`src/rtl/a2d_arb_pkg.sv`:
```
// Shared types and constants for the two-requester A2D converter arbiter.
package a2d_arb_pkg;

    localparam int RES_W  = 12;
    localparam int CHNL_W = 3;

    localparam logic REQ_MOTION = 1'b0;
    localparam logic REQ_BATT   = 1'b1;

    localparam logic [RES_W-1:0] TIMEOUT_RES = 12'hFFF;

    localparam logic [1:0] ST_IDLE  = 2'd0;
    localparam logic [1:0] ST_ISSUE = 2'd1;
    localparam logic [1:0] ST_WAIT  = 2'd2;

    typedef enum logic [1:0] {
        IDLE  = ST_IDLE,
        ISSUE = ST_ISSUE,
        WAIT  = ST_WAIT
    } state_e;

    // Round-robin pick: on a tie the requester not served last wins.
    function automatic logic pick_grantee(input logic pend0, input logic pend1,
                                          input logic last);
        logic g;
        if (pend0 && pend1) begin
            g = ~last;
        end else if (pend0) begin
            g = REQ_MOTION;
        end else begin
            g = REQ_BATT;
        end
        return g;
    endfunction

endpackage

```
`src/rtl/a2d_arb_req_latch.sv`:
```
// Per-requester pending flag and channel capture; a start is ignored while pending.
module a2d_arb_req_latch
    import a2d_arb_pkg::*;
(
    input  logic              clk,
    input  logic              rst_n,
    input  logic              set_i,
    input  logic [CHNL_W-1:0] chnnl_i,
    input  logic              clr_i,
    output logic              pend_o,
    output logic [CHNL_W-1:0] chnnl_o
);

    logic              pend_q, pend_d;
    logic [CHNL_W-1:0] chnnl_q, chnnl_d;

    // The flag stays set through service, so it also blocks restarts in WAIT.
    always_comb begin
        pend_d  = pend_q;
        chnnl_d = chnnl_q;
        if (clr_i) begin
            pend_d = 1'b0;
        end else if (set_i && !pend_q) begin
            pend_d  = 1'b1;
            chnnl_d = chnnl_i;
        end
    end

    always_ff @(posedge clk or negedge rst_n) begin
        if (!rst_n) begin
            pend_q  <= 1'b0;
            chnnl_q <= '0;
        end else begin
            pend_q  <= pend_d;
            chnnl_q <= chnnl_d;
        end
    end

    assign pend_o  = pend_q;
    assign chnnl_o = chnnl_q;

endmodule

```
`src/rtl/a2d_arbiter.sv`:
```
// Round-robin sharing of one A2D_intf converter between motion and battery requesters.
// Optional WAIT watchdog enabled by defining A2D_ARB_TIMEOUT_EN.
module a2d_arbiter
    import a2d_arb_pkg::*;
#(
    parameter int TIMEOUT_CYCLES = 4096
) (
    input  logic              clk,
    input  logic              rst_n,
    input  logic              req0_strt,
    input  logic [CHNL_W-1:0] req0_chnnl,
    output logic              req0_cmplt,
    output logic [RES_W-1:0]  req0_res,
    input  logic              req1_strt,
    input  logic [CHNL_W-1:0] req1_chnnl,
    output logic              req1_cmplt,
    output logic [RES_W-1:0]  req1_res,
    output logic              strt_cnv,
    output logic [CHNL_W-1:0] chnnl,
    input  logic              cnv_cmplt,
    input  logic [RES_W-1:0]  res,
    output logic              err_timeout
);

    if (TIMEOUT_CYCLES < 1) begin : g_bad_timeout
        $error("a2d_arbiter: TIMEOUT_CYCLES must be at least 1");
    end

    logic              pend0, pend1;
    logic [CHNL_W-1:0] lch0, lch1;
    logic              clr0, clr1;

    state_e            state_q, state_d;
    logic              grant_q, grant_d;
    logic              last_q, last_d;
    logic              strt_cnv_q, strt_cnv_d;
    logic [CHNL_W-1:0] chnnl_q, chnnl_d;
    logic              cmplt0_q, cmplt0_d;
    logic              cmplt1_q, cmplt1_d;
    logic [RES_W-1:0]  res0_q, res0_d;
    logic [RES_W-1:0]  res1_q, res1_d;
    logic              done;
    logic [RES_W-1:0]  done_res;

`ifdef A2D_ARB_TIMEOUT_EN
    localparam int CNT_W = $clog2(TIMEOUT_CYCLES + 1);
    localparam logic [CNT_W-1:0] CNT_LIMIT = CNT_W'(TIMEOUT_CYCLES);

    logic [CNT_W-1:0] cnt_q, cnt_d, cnt_inc;
    logic             err_q, err_d;

    assign cnt_inc = cnt_q + CNT_W'(1);
`endif

    a2d_arb_req_latch u_req0_latch (
        .clk     (clk),
        .rst_n   (rst_n),
        .set_i   (req0_strt),
        .chnnl_i (req0_chnnl),
        .clr_i   (clr0),
        .pend_o  (pend0),
        .chnnl_o (lch0)
    );

    a2d_arb_req_latch u_req1_latch (
        .clk     (clk),
        .rst_n   (rst_n),
        .set_i   (req1_strt),
        .chnnl_i (req1_chnnl),
        .clr_i   (clr1),
        .pend_o  (pend1),
        .chnnl_o (lch1)
    );

    always_comb begin
        state_d    = state_q;
        grant_d    = grant_q;
        last_d     = last_q;
        strt_cnv_d = 1'b0;
        chnnl_d    = chnnl_q;
        cmplt0_d   = 1'b0;
        cmplt1_d   = 1'b0;
        res0_d     = res0_q;
        res1_d     = res1_q;
        done       = 1'b0;
        done_res   = res;
        clr0       = 1'b0;
        clr1       = 1'b0;
`ifdef A2D_ARB_TIMEOUT_EN
        cnt_d      = cnt_q;
        err_d      = err_q;
`endif

        case (state_q)
            IDLE: begin
                // strt_cnv/chnnl are registered, so they are set up on the way into ISSUE.
                if (pend0 || pend1) begin
                    grant_d    = pick_grantee(pend0, pend1, last_q);
                    strt_cnv_d = 1'b1;
                    chnnl_d    = (grant_d == REQ_BATT) ? lch1 : lch0;
                    state_d    = ISSUE;
                end
            end
            ISSUE: begin
                state_d = WAIT;
`ifdef A2D_ARB_TIMEOUT_EN
                cnt_d   = '0;
`endif
            end
            WAIT: begin
                if (cnv_cmplt) begin
                    done     = 1'b1;
                    done_res = res;
                end
`ifdef A2D_ARB_TIMEOUT_EN
                else if (cnt_inc == CNT_LIMIT) begin
                    done     = 1'b1;
                    done_res = TIMEOUT_RES;
                    err_d    = 1'b1;
                end else begin
                    cnt_d = cnt_inc;
                end
`endif
            end
            default: state_d = IDLE;
        endcase

        if (done) begin
            state_d = IDLE;
            last_d  = grant_q;
            if (grant_q == REQ_BATT) begin
                res1_d   = done_res;
                cmplt1_d = 1'b1;
                clr1     = 1'b1;
            end else begin
                res0_d   = done_res;
                cmplt0_d = 1'b1;
                clr0     = 1'b1;
            end
        end
    end

    always_ff @(posedge clk or negedge rst_n) begin
        if (!rst_n) begin
            state_q    <= IDLE;
            grant_q    <= REQ_MOTION;
            last_q     <= REQ_BATT;
            strt_cnv_q <= 1'b0;
            chnnl_q    <= '0;
            cmplt0_q   <= 1'b0;
            cmplt1_q   <= 1'b0;
            res0_q     <= '0;
            res1_q     <= '0;
        end else begin
            state_q    <= state_d;
            grant_q    <= grant_d;
            last_q     <= last_d;
            strt_cnv_q <= strt_cnv_d;
            chnnl_q    <= chnnl_d;
            cmplt0_q   <= cmplt0_d;
            cmplt1_q   <= cmplt1_d;
            res0_q     <= res0_d;
            res1_q     <= res1_d;
        end
    end

`ifdef A2D_ARB_TIMEOUT_EN
    always_ff @(posedge clk or negedge rst_n) begin
        if (!rst_n) begin
            cnt_q <= '0;
            err_q <= 1'b0;
        end else begin
            cnt_q <= cnt_d;
            err_q <= err_d;
        end
    end

    assign err_timeout = err_q;
`else
    assign err_timeout = 1'b0;
`endif

    assign strt_cnv   = strt_cnv_q;
    assign chnnl      = chnnl_q;
    assign req0_cmplt = cmplt0_q;
    assign req1_cmplt = cmplt1_q;
    assign req0_res   = res0_q;
    assign req1_res   = res1_q;

endmodule

```
`config.mk`:
```
export PLATFORM = sky130hd
export DESIGN_NAME = a2d_arbiter
export DESIGN_NICKNAME = d
export VERILOG_FILES = /design/src/rtl/a2d_arb_pkg.sv /design/src/rtl/a2d_arb_req_latch.sv /design/src/rtl/a2d_arbiter.sv
export SDC_FILE = /design/constraint.sdc
export NUM_CORES = 1
export LEC_CHECK = 0
export ABC_AREA = 0
export BUFFER_PORTS_ARGS = -buffer_cell sky130_fd_sc_hd__buf_2
export CAP_MARGIN = 20
export CORE_MARGIN = 4
export CORE_UTILIZATION = 35
export CTS_CLUSTER_SIZE = 24
export DETAILED_ROUTE_END_ITERATION = 16
export GPL_TIMING_DRIVEN = 0
export PLACE_DENSITY = 0.64
export SETUP_SLACK_MARGIN = 0.5
export SYNTH_ARGS = -nofsm -noshare
export SYNTH_HDL_FRONTEND = slang
export SYNTH_HIERARCHICAL = 1
export SYNTH_SLANG_ARGS = --single-unit
```
`constraint.sdc`:
```
create_clock -name clk -period 2.8 [get_ports clk]
set_input_delay 0.56 -clock clk [delete_from_list [all_inputs] [get_ports clk]]
set_output_delay 0.56 -clock clk [all_outputs]
set_load 0.1 [all_outputs]
```
==> impl_metrics.csv <==
group,metric,value,unit
clocking,tritoncts,"done",
setup_path,reg2reg_from,"grant_q$_DFFE_PN0P_",
timing,rsz0062_at_grt,"false",
job,maxCapViolations,0,
drt,vias_per_cell,4.55,
setup_path,critical_path.max_stage_delay,0.44,ns
layout,diodes,0,
logic_synthesis,synth_most_common_cell,"dfrtp_1",
floorplan,rows,25,
logic_synthesis,muxShareOfSynthArea,23.7,%
logic_synthesis,synth_xor_area_share,0,%
timing,maxSlewViolCount,0,
placement,place_hpwl,2520,microns
clocking,cts_root_buffer,"clkbuf_8",
layout,syn2layout_area_growth,24.4,%
setup_path,critical_path.top_delay_family,"buffers and inverters",
drt,routed_wl,3360,microns
logic_synthesis,netlist_area,0.00174,sq mm
timing,finalCritPeriodShare,59.2,%
grt,grt_pass1_wl,5650,microns
drt,drc,0,
timing,worst_slew_pin_slew,0.916,ns
hold_path,hold_path.class,"primary input to async pin",
clocking,clk_pin_slew,0.07,ns
timing,fmax,0.603,GHz
setup_path,crit_buf_inv,1,
layout,layout-drive-gt1-share,56.1,%
clocking,insertion_delay,0.28,ns
timing,setup_ws,1.14,ns
floorplan,core-area,0.00475,sq mm
logic_synthesis,synth_edf_count,0,
grt,grt_overflow,0,
logic_synthesis,synth-compound-area-share,3.46,%
clocking,numCtsBuffers,5,
placement,routabilityCongestion,0.756,
setup_path,path_cells,"buf_2",
status,run_status,"completed",
drt,first_pass_iters,4,
setup_path,worstPathArrival,1.10,ns
placement,portBuffers,52,
setup_path,path_depth,1,
floorplan,top_level_ports,54,
clocking,post_cts_buffers,0,
setup_path,cp-start-kind,"register",
logic_synthesis,ys_seq_area_share,60.5,%
logic_synthesis,synthArstFlopShare,100,%
logic_synthesis,synth-simple-area-share,9.43,%
setup_path,critPathCaptureType,"output pin",
timing,hold_viol,0,
grt,antenna_found_initial,0,
timing,slew_headroom,38.9,%
logic_synthesis,syn_inst,111,
logic_synthesis,ys_seq_elements,42,
drt,ant_nets,0,
clocking,htree_levels,2,
layout,nNetsFinal,193,
logic_synthesis,synth_top_area_share,59.0,%
placement,dp_slack,0.896,ns
logic_synthesis,synth_area_leaders,"dfrtp_1 59%, mux2_4 15%, mux2_2 8.4%, nor3b_4 2.2%, dfstp_2 1.5%",
timing,min_period,1.66,ns
setup_path,path_max_fanout,2,
grt,gr-usage-all-layers,12.1,%
drt,drt_iter0_drc,28,
clocking,cts_resized,0,
timing,clock_skew,0.00381,ns
setup_path,ff2ff_path_depth,5,
logic_synthesis,synth_nets,134,
logic_synthesis,synth_top_family_by_area,"multiplexers",
logic_synthesis,ys_types,25,
timing,whs,0.400,ns
logic_synthesis,synth_fa_ha_area_share,0,%
grt,grt_max_degree,43,
logic_synthesis,synth_warnings,6,
setup_path,startpoint,"chnnl[2]$_DFFE_PN0P_",
floorplan,die_area,0.00616,sq mm
floorplan,die_h,78.5,microns
setup_path,worstSetupPathType,"register to output pin",
clocking,cts_sinks,42,
grt,grt_pass1_vias,1194,
logic_synthesis,synth_flop_cell,"dfrtp_1",
floorplan,start_util,36.6,%
clocking,hold_buffers,0,
setup_path,slowest_stage,"buf_2",
logic_synthesis,ys_top_cells_by_count,"41 x dfrtp_1, 17 x mux2_4, 13 x mux2_2, 5 x nor2_1",
clocking,cts.path.max_buffers,2,
drt,vias,1082,
drt,wl_per_cell,14.1,microns
logic_synthesis,netlist.top_cell.by_area,"dfrtp_1",
setup_path,required,2.24,ns
floorplan,die-width,78.5,microns
timing,setup_violations,0,
logic_synthesis,avgSynthCellArea,15.7,sq um
timing,finalSetupTns,0,ns
[layer usage]
metal / part of all wire (%) / wire, microns / track usage (%)
met1: 45 / 1500 / 14.3
met2: 46 / 1550 / 19.3
met3: 7.8 / 263 / 4.59
met4: 1.4 / 47 / 5.77
met5: 0 / 0 / 0
[stage by stage]
step / cell area [sq um] / utilization [%] / std cells
floorplan: 1740 / - / 111
global placement: 2080 / 43.8 / 230
detailed placement: 2080 / 43.8 / 230
CTS: 2160 / 45.5 / 238
global route: 2160 / 45.5 / 238
finish: 2160 / 45.5 / 238
[cell families after synthesis]
kind of cell,count (synthesis)
AOI/OAI and AO/OA,11
buffers and inverters,5
DFF,42
muxes,31
other,1
and+or+nand+nor,21
[final cells by class]
type	count	area (sq um)
clock buffers	8	80.1
flip-flops and latches	42	1050
plain buffers	3	38.8
repair buffers	52	260
inverters	2	7.51
multi-input cells	64	639
well taps	67	83.8
fillers	453	2590
[cells in the final DEF, fill, tap and decap left out]
cell      count
a21oi_1       4
a31oi_1       4
and2_1        2
buf_12        1
buf_2        52
buf_4         1
buf_6         1
clkbuf_1      3
clkbuf_8      5
conb_1        1
dfrtp_1      41
dfstp_2       1
inv_1         2
mux2_2       13
mux2_4       17
mux2i_1       1
nand2_1       2
nand2b_1      1
nand3_1       3
nand3b_2      1
nand4b_4      1
nor2_1        5
nor2_4        1
nor2b_1       1
nor3b_4       2
o21ai_0       3
or2_0         1
or2b_1        1
[sequential cells by signal, summed over array words and instances, names as in the netlist]
signal	flops
chnnl	3
grant_q	1
last_q	1
req0_cmplt	1
req0_res	12
req1_cmplt	1
req1_res	12
state_q	2
strt_cnv	1
u_req0_latch/chnnl_o	3
u_req0_latch/pend_o	1
u_req1_latch/chnnl_o	3
u_req1_latch/pend_o	1
[path summary, 6_finish.rpt]
kind	end	slack, ns
min	req0_res[8]$_DFFE_PN0P_	0.40
max reg2reg	u_req1_latch/chnnl_o[1]$_DFFE_PN0P_	1.14
min reg2reg	last_q$_DFFE_PN1N_	0.47
min in group clk	last_q$_DFFE_PN1N_	0.47
max in group asynchronous	u_req0_latch/chnnl_o[2]$_DFFE_PN0P_	1.82
max	chnnl[2]	1.14
Power is not shown: default switching activity piles up to over one toggle a cycle in this logic, so the estimate is an artifact.
